$ cat config.mk
export PLATFORM = sky130hd
export DESIGN_NAME = jtexterm_palctl
export DESIGN_NICKNAME = d
export VERILOG_FILES = /design/src/rtl/jtexterm_palctl.sv
export SDC_FILE = /design/constraint.sdc
export NUM_CORES = 1
export LEC_CHECK = 0
export ABC_AREA = 1
export CAP_MARGIN = 10
export CORE_UTILIZATION = 25
export DETAILED_ROUTE_END_ITERATION = 12
export HOLD_SLACK_MARGIN = 0.03
export PLACE_DENSITY_LB_ADDON = 0.1
export SYNTH_ARGS = -nofsm -noshare
export SYNTH_HDL_FRONTEND = slang
export SYNTH_SLANG_ARGS = --single-unit
$ cat constraint.sdc
create_clock -name clk -period 2.9 [get_ports clk]
set_clock_uncertainty 0.2 [all_clocks]
set_input_delay 0.58 -clock clk [delete_from_list [all_inputs] [get_ports clk]]
set_output_delay 0.58 -clock clk [all_outputs]
set_load 0.05 [all_outputs]
$ cat src/rtl/jtexterm_palctl.sv
// -----------------------------------------------------------------------------
// jtexterm_palctl
// Palette RAM access controller for the Exterm colour mixer.
//
// Owns the single-port 1024x8 palette RAM. Each pixel period is split into
// four slots counted from pxl_cen:
//   slot0 : video issues the hi-byte address {idx,0}
//   slot1 : video captures hi, issues the lo-byte address {idx,1}
//   slot2 : video captures lo into the pending word      (CPU slot)
//   slot3 : free                                         (CPU slot)
// During blanking every slot belongs to the CPU.
//
// CPU accesses stall on cpu_wait until one read or write has been made. The
// read data port is only used by the video path in slots 1 and 2, so a CPU
// read issued in slot3 can safely capture its data in the following slot0.
//
// With CLRW=1 the controller first writes zero to every RAM address, one per
// clk, before the CPU path is allowed to run.
// -----------------------------------------------------------------------------
module jtexterm_palctl #(
  parameter int CLRW = 1
) (
  input  logic       clk,
  input  logic       rst,
  input  logic       pxl_cen,
  input  logic       LHBL,
  input  logic       LVBL,
  input  logic [8:0] pxl_idx,
  input  logic       cpu_cs,
  input  logic       cpu_wrn,
  input  logic [9:0] cpu_addr,
  input  logic [7:0] cpu_dout,
  output logic [7:0] cpu_din,
  output logic       cpu_wait,
  output logic [9:0] ram_addr,
  output logic [7:0] ram_din,
  output logic       ram_we,
  input  logic [7:0] ram_dout,
  output logic [4:0] red,
  output logic [4:0] green,
  output logic [4:0] blue
);

  // CPU access sequencer. CLEAR only exists when the clear-on-reset option
  // is enabled; it shares the encoding so reset can select either start state.
  typedef enum logic [2:0] {
    IDLE  = 3'd0,
    ISSUE = 3'd1,
    RDCAP = 3'd2,
    DONE  = 3'd3,
    CLEAR = 3'd4
  } state_t;

  localparam state_t RST_STATE = (CLRW != 0) ? CLEAR : IDLE;
  localparam logic [9:0] LAST_ADDR = 10'h3ff;

  state_t      state;
  logic [1:0]  slot;
  logic        line_act;   // current pixel period is active video
  logic [8:0]  pix_idx;    // palette entry being fetched this period
  logic [9:0]  clr_addr;
  logic [6:0]  hi_byte;    // bit 7 of the hi byte is unused by the colour
  logic [14:0] pend_word;  // colour for the pixel shown at the next pxl_cen

  logic        cpu_slot;
  logic        vid_hi;
  logic        vid_lo;
  logic        vid_cap;
  logic        cpu_go;

  // Slot ownership. Video owns slots 0 and 1 only during active video.
  assign cpu_slot = !line_act || slot[1];
  assign vid_hi   = line_act && (slot == 2'd0);
  assign vid_lo   = line_act && (slot == 2'd1);
  assign vid_cap  = line_act && (slot == 2'd2);
  assign cpu_go   = (state == ISSUE) && cpu_slot;

  // Slot counter: restarts on every pxl_cen, saturates at slot3.
  // NOTE: state is updated with non-blocking assignments so every register
  // samples the pre-edge values and the order of statements does not matter.
  always_ff @(posedge clk) begin
    if (rst) begin
      slot <= 2'd0;
    end else if (pxl_cen) begin
      slot <= 2'd0;
    end else if (slot != 2'd3) begin
      slot <= slot + 2'd1;
    end
  end

  // Video fetch pipeline: sample the pixel at pxl_cen, assemble hi/lo bytes.
  always_ff @(posedge clk) begin
    if (rst) begin
      line_act  <= 1'b0;
      pix_idx   <= 9'd0;
      hi_byte   <= 7'd0;
      pend_word <= 15'd0;
    end else begin
      if (pxl_cen) begin
        line_act <= LHBL & LVBL;
        pix_idx  <= pxl_idx;
      end
      if (vid_lo) begin
        hi_byte <= ram_dout[6:0];
      end
      if (vid_cap) begin
        pend_word <= {hi_byte, ram_dout};
      end
    end
  end

  // Colour outputs: load the fetched word at pxl_cen, black when the
  // previous pixel was blanked or the RAM is still being cleared.
  always_ff @(posedge clk) begin
    if (rst) begin
      red   <= 5'd0;
      green <= 5'd0;
      blue  <= 5'd0;
    end else if (pxl_cen) begin
      if (line_act && (state != CLEAR)) begin
        {red, green, blue} <= pend_word;
      end else begin
        {red, green, blue} <= 15'd0;
      end
    end
  end

  // CPU access FSM and clear sequencer.
  always_ff @(posedge clk) begin
    if (rst) begin
      state    <= RST_STATE;
      clr_addr <= 10'd0;
      cpu_din  <= 8'd0;
    end else begin
      case (state)
        CLEAR: begin
          clr_addr <= clr_addr + 10'd1;
          if (clr_addr == LAST_ADDR) begin
            state <= IDLE;
          end
        end
        IDLE: begin
          if (cpu_cs) begin
            state <= ISSUE;
          end
        end
        ISSUE: begin
          if (cpu_slot) begin
            state <= cpu_wrn ? RDCAP : DONE;
          end
        end
        RDCAP: begin
          // The RAM output this cycle belongs to the address issued by the
          // CPU in the previous cycle, even if video owns the address port.
          cpu_din <= ram_dout;
          state   <= DONE;
        end
        DONE: begin
          if (!cpu_cs) begin
            state <= IDLE;
          end
        end
        default: begin
          state <= IDLE;
        end
      endcase
    end
  end

  // RAM port mux: clear, then video (slots 0/1), then the CPU in its slots.
  // NOTE: every output gets a default first so no path can infer a latch.
  always_comb begin
    ram_addr = 10'd0;
    ram_din  = 8'd0;
    ram_we   = 1'b0;
    if (state == CLEAR) begin
      ram_addr = clr_addr;
      ram_we   = 1'b1;
    end else if (vid_hi) begin
      ram_addr = {pix_idx, 1'b0};
    end else if (vid_lo) begin
      ram_addr = {pix_idx, 1'b1};
    end else if (cpu_go) begin
      ram_addr = cpu_addr;
      if (!cpu_wrn) begin
        ram_din = cpu_dout;
        // A write pending when reset hits is abandoned, not committed.
        ram_we  = !rst;
      end
    end
  end

  // CPU stall: follows cs while idle or clearing, held until the access ends.
  always_comb begin
    cpu_wait = 1'b0;
    case (state)
      IDLE, CLEAR:  cpu_wait = cpu_cs;
      ISSUE, RDCAP: cpu_wait = 1'b1;
      DONE:         cpu_wait = 1'b0;
      default:      cpu_wait = 1'b0;
    endcase
  end

endmodule

==> results.cfg, run 1 <==
[run_status]
status = finished with violations
violations = DRC

[synth]
synth_fa_ha_area_share_pct = 2.058
synth_top_area_share_pct = 46.11
synth_cell_type_count = 30
ys_seq_area_share_pct = 46.11
syn_inst = 411
synthXorXnorAreaFrac_pct = 0.2882
synth.area.mux_share_pct = 0
yosys.area_share.simple_pct = 21.08
yosys.area.top_type = dfxtp_1
ys.flop_type = dfxtp_1
synth_edf_count = 0
synth_top_family_by_area = simple AND/OR/NAND/NOR gates
async_flop_share_pct = 0
yosysWarnings = 0
ys_ff_latch = 70
synth_compound_area_share_pct = 19.88
synth_area_mm2 = 0.003039
syn_nets = 458
syn_avg_cell_area_um2 = 7.395
synth_area_leaders = dfxtp_1 46%, inv_1 7.4%, o21ai_0 7.4%

[place]
io_buffer_count = 84
pre_cts_slack_ps = 273.1
gp_congestion = 0.7597
dp_hpwl_mm = 6.540

[floorplan]
initial_utilization_pct = 26.17
io_pins = 85
rows = 39
dieArea_mm2 = 0.01260
die_y_um = 112.3
dieWidth_um = 112.3
core_mm2 = 0.01161

[global_routing]
antenna_found_initial = 0
overflow = 0
grt.total_usage_pct = 14.99
grt_pass1_wl_mm = 14.63
grt_max_degree = 34
grt_pass1_vias = 2786

[critical_path]
arrival_ps = 1980
setup.worst_path.end_class = output pin
crit_chain = inv_1, ha_1, nand2_4, nand2_2, inv_2, nand2_1, o22ai_1, nand2_1, nand2_1, buf_12
crit_slowest_cell = dfxtp_1
critPathMaxFanout = 13
cpPeakStageDelay_ps = 360
critPathKind = flop to output pin
cp.required_ps = 2120
crit_path_frequent_cell = nand2_1
start_kind = flop

[clock_tree]
cts_made_buffers = 9
htreeDepth = 3
clkSinkCount = 70
cts_setup_buffers = 0
cts_tree = built
clk_path_buf_depth = 2
ctsHoldBuffers = 0
insertion_delay_ps = 320
clk_pin_slew_ps = 60
cts-root-buf = clkbuf_16

[hold_path]
hold_path_class = flop to flop

[pwr]
peakVddDrop_uv = 217.1
powerDensity_mw_per_mm2 = 505.7
switching_share_pct = 23.34
p_leak_nw = 1.681
combPwrFrac_pct = 8.0
power.share.sequential_pct = 43.0
power_switching_mw = 0.5374
clkPwrFrac_pct = 48.9
p_int_mw = 1.765

[finish]
final_nets = 538
layout_common_cells = 70 x dfxtp_1, 64 x clkdlybuf4s50_1, 60 x inv_1
antenna_cells = 0
final_util_pct = 39.20
area_delta_synth_final_pct = 49.81
final_common_cell = dfxtp_1
drive_gt1_share_pct = 13.10

[sta]
finalSetupViolations = 0
fin_hold_ws_ps = 251.4
final_max_slew_viol_count = 0
period_share_pct = 95.19
rsz0062_at_grt = true
setup_ws_ps = 139.6
min_period_ps = 2760
timing.fmax_ghz = 0.3623
hold_viol = 0
max-slew-margin-rel_pct = 43.54
tightest_slew_ps = 844.8

[flow_run]
cap_violations = 0

[detailed_routing]
drtPass1Iterations = 8
wl_per_cell_um = 13.88
routed_wl_mm = 8.868
drc = 1
via_count = 2884
first_iter_violations = 121
vias_per_cell = 4.513
ant_nets = 0
## critical path, delay by kind of cell, from the launching register on
kind | cells | cell delay (ps)
AO/OA/AOI/OAI | 1 | 120
adder cells (fa/ha/maj) | 1 | 230
flip-flops | 1 | 360
AND/OR/NAND/NOR | 5 | 520
buffers and inverters | 3 | 430
## cell type report
cell class	count	area, um^2
fillers	1212	7061
flip-flops and latches	70	1401
multi-input cells	260	1358
repair buffers	89	1079
clock buffers	10	239.0
inverters	61	229.0
well taps	143	178.9
clock inverters	6	68.82
## synthesized netlist by cell type, types with 2 or more instances
master    number
buf_2          5
nand2_1       53
dfxtp_1       70
nor2_1        52
nand4_1        3
a21oi_1       38
nand3_1       31
nand2_4        2
o32ai_1       15
ha_1           5
inv_1         60
o21ai_0       45
nor2_2         3
clkbuf_1      13
## flip-flops by register name (all words and copies together) (netlist names)
register	cells
pix_idx	9
state	3
red	5
slot	2
pend_word	15
hi_byte	7
blue	5
clr_addr	10
green	5
line_act	1
cpu_din	8
## metrics by stage
stage          TNS (ps)  instances  total power, mW  cell area (um^2)
3_5_place_dp          0        623            1.197              4204
5_1_grt          -7.238        639            2.396              4553
3_3_place_gp          0        623            1.196              4204
6_report              0        639            2.303              4553
4_1_cts               0        639            2.328              4512
2_1_floorplan         0        411            1.091              3039
## repair_timing
item                       CTS  global route
gates resized for setup      0            16
hold endpoints to repair     0             0
setup endpoints to repair    0            18
## cells by family (layout without fill, tap and decap cells)
kind of cell    Yosys count  after routing
compound gates          106            106
xor+xnor                  1              1
simple gates            148            148
buf+inv                  81            166
flops                    70             70
fa+ha+maj                 5              5
## power by group through the flow
stage	Clock (mW)	Sequential [mW]	Combinational, mW
floorplan	0	1.01	0.0818
global placement	0	1.01	0.184
detailed placement	0	1.01	0.185
CTS	1.15	0.991	0.185
global route	1.20	0.993	0.202
finish	1.13	0.991	0.185
## routing by layer
metal	part of all wire, %	global-route usage [%]	vias to the layer above
met2	49	24.64	38
li1	-	-	1510
met3	2.6	2.214	8
met4	1.2	6.311	0
met5	0	0	-
met1	47	19.65	1328
## final timing paths
kind	from	end	slack [ps]	cells after the start
max	slot[1]	ram_addr[3]	140	10
min reg2reg	pend_word[3]	pend_word[3]	250	2
min	pend_word[3]	pend_word[3]	250	2
max reg2reg	state[0]	blue[0]	900	4
(Power assumes the default switching activity.)
==> inputs of run 2 (changes only) <==
--- a/config.mk
+++ b/config.mk
@@ -10,7 +10,7 @@
 export CORE_UTILIZATION = 25
 export DETAILED_ROUTE_END_ITERATION = 12
 export HOLD_SLACK_MARGIN = 0.03
-export PLACE_DENSITY_LB_ADDON = 0.1
+export PLACE_DENSITY = 0.51
 export SYNTH_ARGS = -nofsm -noshare
 export SYNTH_HDL_FRONTEND = slang
 export SYNTH_SLANG_ARGS = --single-unit
==> results.cfg, run 2 (synthesis results as in run 1) <==
[sta]
setup_tns_ps = 0
timing.fmax_ghz = 0.3613
setup_ws_ps = 132.5
min_period_ps = 2768
fin_hold_ws_ps = 253.2
tightest_slew_ps = 822.9
final_max_slew_viol_count = 0
max-slew-margin-rel_pct = 45.01
finalSetupViolations = 0
period_share_pct = 95.43
hold_viol = 0

[floorplan]
dieWidth_um = 112.3
core_mm2 = 0.01161
initial_utilization_pct = 26.17
die_y_um = 112.3
rows = 39
io_pins = 85
dieArea_mm2 = 0.01260

[place]
pre_cts_slack_ps = 284.1
gp_congestion = 0.8042
io_buffer_count = 84
dp_hpwl_mm = 6.586
placed_cell_area_mm2 = 0.004204

[pwr]
switching_share_pct = 23.67
powerDensity_mw_per_mm2 = 484.2
p_leak_nw = 1.669
clkPwrFrac_pct = 46.4
combPwrFrac_pct = 8.4
power_switching_mw = 0.5197
p_total_mw = 2.196
power.share.sequential_pct = 45.2
peakVddDrop_uv = 266.9
p_int_mw = 1.676

[detailed_routing]
first_iter_violations = 111
via_count = 2899
wl_per_cell_um = 13.75
top_layer_used = met4
drtPass1Iterations = 8
ant_nets = 0
route.met3.wl_um = 317
vias_per_cell = 4.537
m1WireLength_mm = 3.935
drc = 4
routed_wl_mm = 8.789
dr_wl_met2_mm = 4.370

[finish]
area_delta_synth_final_pct = 49.20
largest_register = pend_word
fin_area_mm2 = 0.004534
drive_gt1_share_pct = 13.31
layout_common_cells = 70 x dfxtp_1, 64 x clkdlybuf4s50_1, 59 x inv_1
final_nets = 538
largest_reg_flops = 15
antenna_cells = 0
final_common_cell = dfxtp_1
reg_top3 = pend_word x15, clr_addr x10, pix_idx x9

[critical_path]
crit_slowest_cell = dfxtp_1
setup.worst_path.end_class = output pin
critPathKind = flop to output pin
arrival_ps = 1990
cpLargestDelayFamily = simple AND/OR/NAND/NOR gates
start_kind = flop
crit_path_start = state[0]
cp.buffers_inverters = 1
cpPeakStageDelay_ps = 530
reg2reg_depth = 4
r2r_setup_slack_ps = 840
crit_chain = nand3_1, a21oi_2, nand2_2, nor2_1, buf_12
critPathMaxFanout = 9
cp.required_ps = 2120
r2r_end = blue[1]
r2r_start = state[0]

[global_routing]
antenna_found_initial = 0
grt_pass1_wl_mm = 14.19
overflow = 0
grt_pass1_vias = 2778
grt.total_usage_pct = 14.39
grt_max_degree = 34

[clock_tree]
clkSinkCount = 70
clk_pin_slew_ps = 60
insertion_delay_ps = 330
ctsHoldBuffers = 0
cts_setup_buffers = 0
htreeDepth = 3
cts_resized = 0
cts_made_buffers = 9
clk_path_buf_depth = 2
cts_tree = built
cts-root-buf = clkbuf_16

[hold_path]
hold-path-endpoint = pend_word[4]
min_from = pend_word[4]
hold_path_class = flop to flop
whs_path_depth = 2

[run_status]
violations = DRC
status = finished with violations

[flow_run]
cap_violations = 0
run 2: how the worst max path moves through the flow:
| stage | slack [ps] | cells past startpoint | end |
|---|---|---|---|
| floorplan | 240 | 8 | ram_addr[7] |
| global placement | 320 | 5 | ram_we |
| detailed placement | 280 | 5 | ram_we |
| CTS | 30 | 9 | ram_addr[7] |
| global route | -0.7 | 8 | ram_we |
| finish | 130 | 5 | ram_din[5] |
run 2: layout make-up:
class / count / area (um^2)
Clock inverter: 6 / 42.54
Sequential cell: 70 / 1401
Clock buffer: 10 / 239.0
Multi-Input combinational cell: 260 / 1363
Tap cell: 143 / 178.9
Fill cell: 1194 / 7079
Timing Repair Buffer: 89 / 1079
Inverter: 61 / 231.5
run 2: per-layer routing:
metal  global-route usage [%]  vias to the layer above
li1                         -                     1512
met1                    17.63                     1327
met2                    25.09                       45
met3                    2.700                       15
met4                    5.333                        0
met5                        0                        -
run 2: power groups by stage:
| stage | Sequential [mW] | Clock (mW) | Combinational (mW) |
|---|---|---|---|
| final | 0.992 | 1.02 | 0.185 |
| after global routing | 0.994 | 1.10 | 0.203 |
| after CTS | 0.991 | 1.06 | 0.184 |
| after detailed placement | 1.01 | 0 | 0.184 |
| after global placement | 1.01 | 0 | 0.182 |
| after floorplan | 1.01 | 0 | 0.0818 |
run 2: worst register-to-register path, stage by stage, from the launching register on:
cell     delay (ps)
dfxtp_1         530
nor2_4          100
nand2_4         280
nand2_1         460
o32ai_1         370
run 2: stage by stage:
step                util [%]  cells
global route           39.04    639
detailed placement     36.20    623
finish                 39.04    639
floorplan                  -    411
global placement       36.20    623
CTS                    38.62    639
==> inputs of run 3 (changes only) <==
--- a/config.mk
+++ b/config.mk
@@ -6,11 +6,14 @@
 export NUM_CORES = 1
 export LEC_CHECK = 0
 export ABC_AREA = 1
-export CAP_MARGIN = 10
+export CAP_MARGIN = 20
+export CELL_PAD_IN_SITES_DETAIL_PLACEMENT = 1
+export CELL_PAD_IN_SITES_GLOBAL_PLACEMENT = 1
 export CORE_UTILIZATION = 25
 export DETAILED_ROUTE_END_ITERATION = 12
 export HOLD_SLACK_MARGIN = 0.03
-export PLACE_DENSITY = 0.51
+export PLACE_DENSITY = 0.66
 export SYNTH_ARGS = -nofsm -noshare
 export SYNTH_HDL_FRONTEND = slang
 export SYNTH_SLANG_ARGS = --single-unit
+export TNS_END_PERCENT = 100
==> results.cfg, run 3 (synthesis results as in run 1) <==
[clock_tree]
ctsHoldBuffers = 0
insertion_delay_ps = 320
cts_tree = built
cts_made_buffers = 9
clkSinkCount = 70
clk_path_buf_depth = 2
htreeDepth = 3
cts-root-buf = clkbuf_16
clk_pin_slew_ps = 60

[finish]
drive_gt1_share_pct = 14.11
final_nets = 538
largest_register = pend_word
final_common_cell = dfxtp_1
area_delta_synth_final_pct = 49.44
antenna_cells = 0
fill_cells = 1385
largest_reg_flops = 15
reg_top3 = pend_word x15, clr_addr x10, pix_idx x9
final_cells = 639
layout_common_cells = 70 x dfxtp_1, 64 x clkdlybuf4s50_1, 59 x inv_1

[pwr]
p_total_mw = 2.211
power.share.sequential_pct = 44.9
power_switching_mw = 0.5506
peakVddDrop_uv = 246.2
combPwrFrac_pct = 8.5
powerDensity_mw_per_mm2 = 486.8
p_int_mw = 1.661
p_leak_nw = 1.685
clkPwrFrac_pct = 46.6
switching_share_pct = 24.90

[global_routing]
grt_use_met3_pct = 2.862
top_usage_layer = met2
grt_pass1_wl_mm = 16.05
grt_max_degree = 34
use_met1_pct = 20.37
grt_pass1_vias = 3125
use_met2_pct = 27.87
antenna_found_initial = 0
grt.total_usage_pct = 16.26
overflow = 0

[detailed_routing]
via_count = 2948
wl_per_cell_um = 15.14
ant_nets = 0
first_iter_violations = 91
routed_wl_mm = 9.673
drtPass1Iterations = 8
vias_per_cell = 4.613
drc = 3

[floorplan]
core_mm2 = 0.01161
die_y_um = 112.3
initial_utilization_pct = 26.17
dieArea_mm2 = 0.01260
io_pins = 85
dieWidth_um = 112.3
rows = 39

[sta]
final_max_slew_viol_count = 0
min_period_ps = 2746
finalSetupViolations = 0
setup_ws_ps = 153.8
timing.fmax_ghz = 0.3641
period_share_pct = 94.70
tightest_slew_ps = 822.2
hold_viol = 0
max-slew-margin-rel_pct = 45.05
setup_tns_ps = 0

[place]
gp_congestion = 0.8067
pre_cts_slack_ps = 203.1
place_inst = 623
io_buffer_count = 84
dp_hpwl_mm = 7.108

[critical_path]
setup.worst_path.end_class = output pin
critPathKind = flop to output pin
cp.required_ps = 2120
start_kind = flop
critPathMaxFanout = 10
arrival_ps = 1970
r2r_setup_slack_ps = 890

[run_status]
status = finished with violations
violations = DRC

[flow_run]
cap_violations = 0

[hold_path]
hold_path_class = flop to flop
## run 3: changes by cell type in the layout (fill, tap and decap cells not counted), sizes merged
cell      before  now
clkbuf        10    9
inv           63   65
clkinv         2    3
clkinvlp       2    0
## run 3: final timing paths
kind | endpoint | depth (start not counted) | from
worst max-delay path | ram_addr[5] | 8 | slot[1]
worst min-delay path | pend_word[3] | 2 | pend_word[3]
worst max register to register | blue[4] | 4 | state[0]
worst min register to register | pend_word[3] | 2 | pend_word[3]
## run 3: worst max-delay path, stage by stage, from the launching register on
cell	delay (ps)
dfxtp_1	380
inv_2	90
ha_1	220
nand2_4	140
nand2_2	110
nor2_2	220
a21oi_1	110
nor2_1	190
buf_12	170
## run 3: timing repair
item,CTS,global route
buffers inserted,0,0
hold endpoints to repair,0,0
pin swaps,1,0
gates resized for setup,10,11
setup endpoints to repair,16,18
gates cloned,0,0
## run 3: through the flow
step | area (um^2) | hold slack, ps | utilization, %
2_1_floorplan | 3039 | 229.1 | -
6_report | 4542 | 253.4 | 39.11
3_3_place_gp | 4204 | 246.1 | 36.20
3_5_place_dp | 4204 | 253.9 | 36.20
5_1_grt | 4542 | 282.6 | 39.11
4_1_cts | 4507 | 261.0 | 38.81
## run 3: area by class of cell
class                   count  area (um^2)  area share (%)
multi-input cells         260         1373           30.22
clock inverters             7        53.80           1.185
well taps                 143        178.9           3.939
flip-flops and latches     70         1401           30.85
repair buffers             89         1079           23.75
clock buffers               9        225.2           4.959
inverters                  61        231.5           5.096
## run 3: metal layers
layer | share of wire (%) | wire (um)
met1 | 47 | 4505
met2 | 49 | 4770
met3 | 2.4 | 230
met4 | 1.7 | 166
met5 | 0 | 0
## run 3: power groups by stage
stage	logic [mW]	registers, mW	clock network (mW)
finish	0.188	0.992	1.03
CTS	0.188	0.992	1.06
detailed placement	0.185	1.01	0
global placement	0.182	1.01	0
global route	0.205	0.994	1.10
floorplan	0.0818	1.01	0
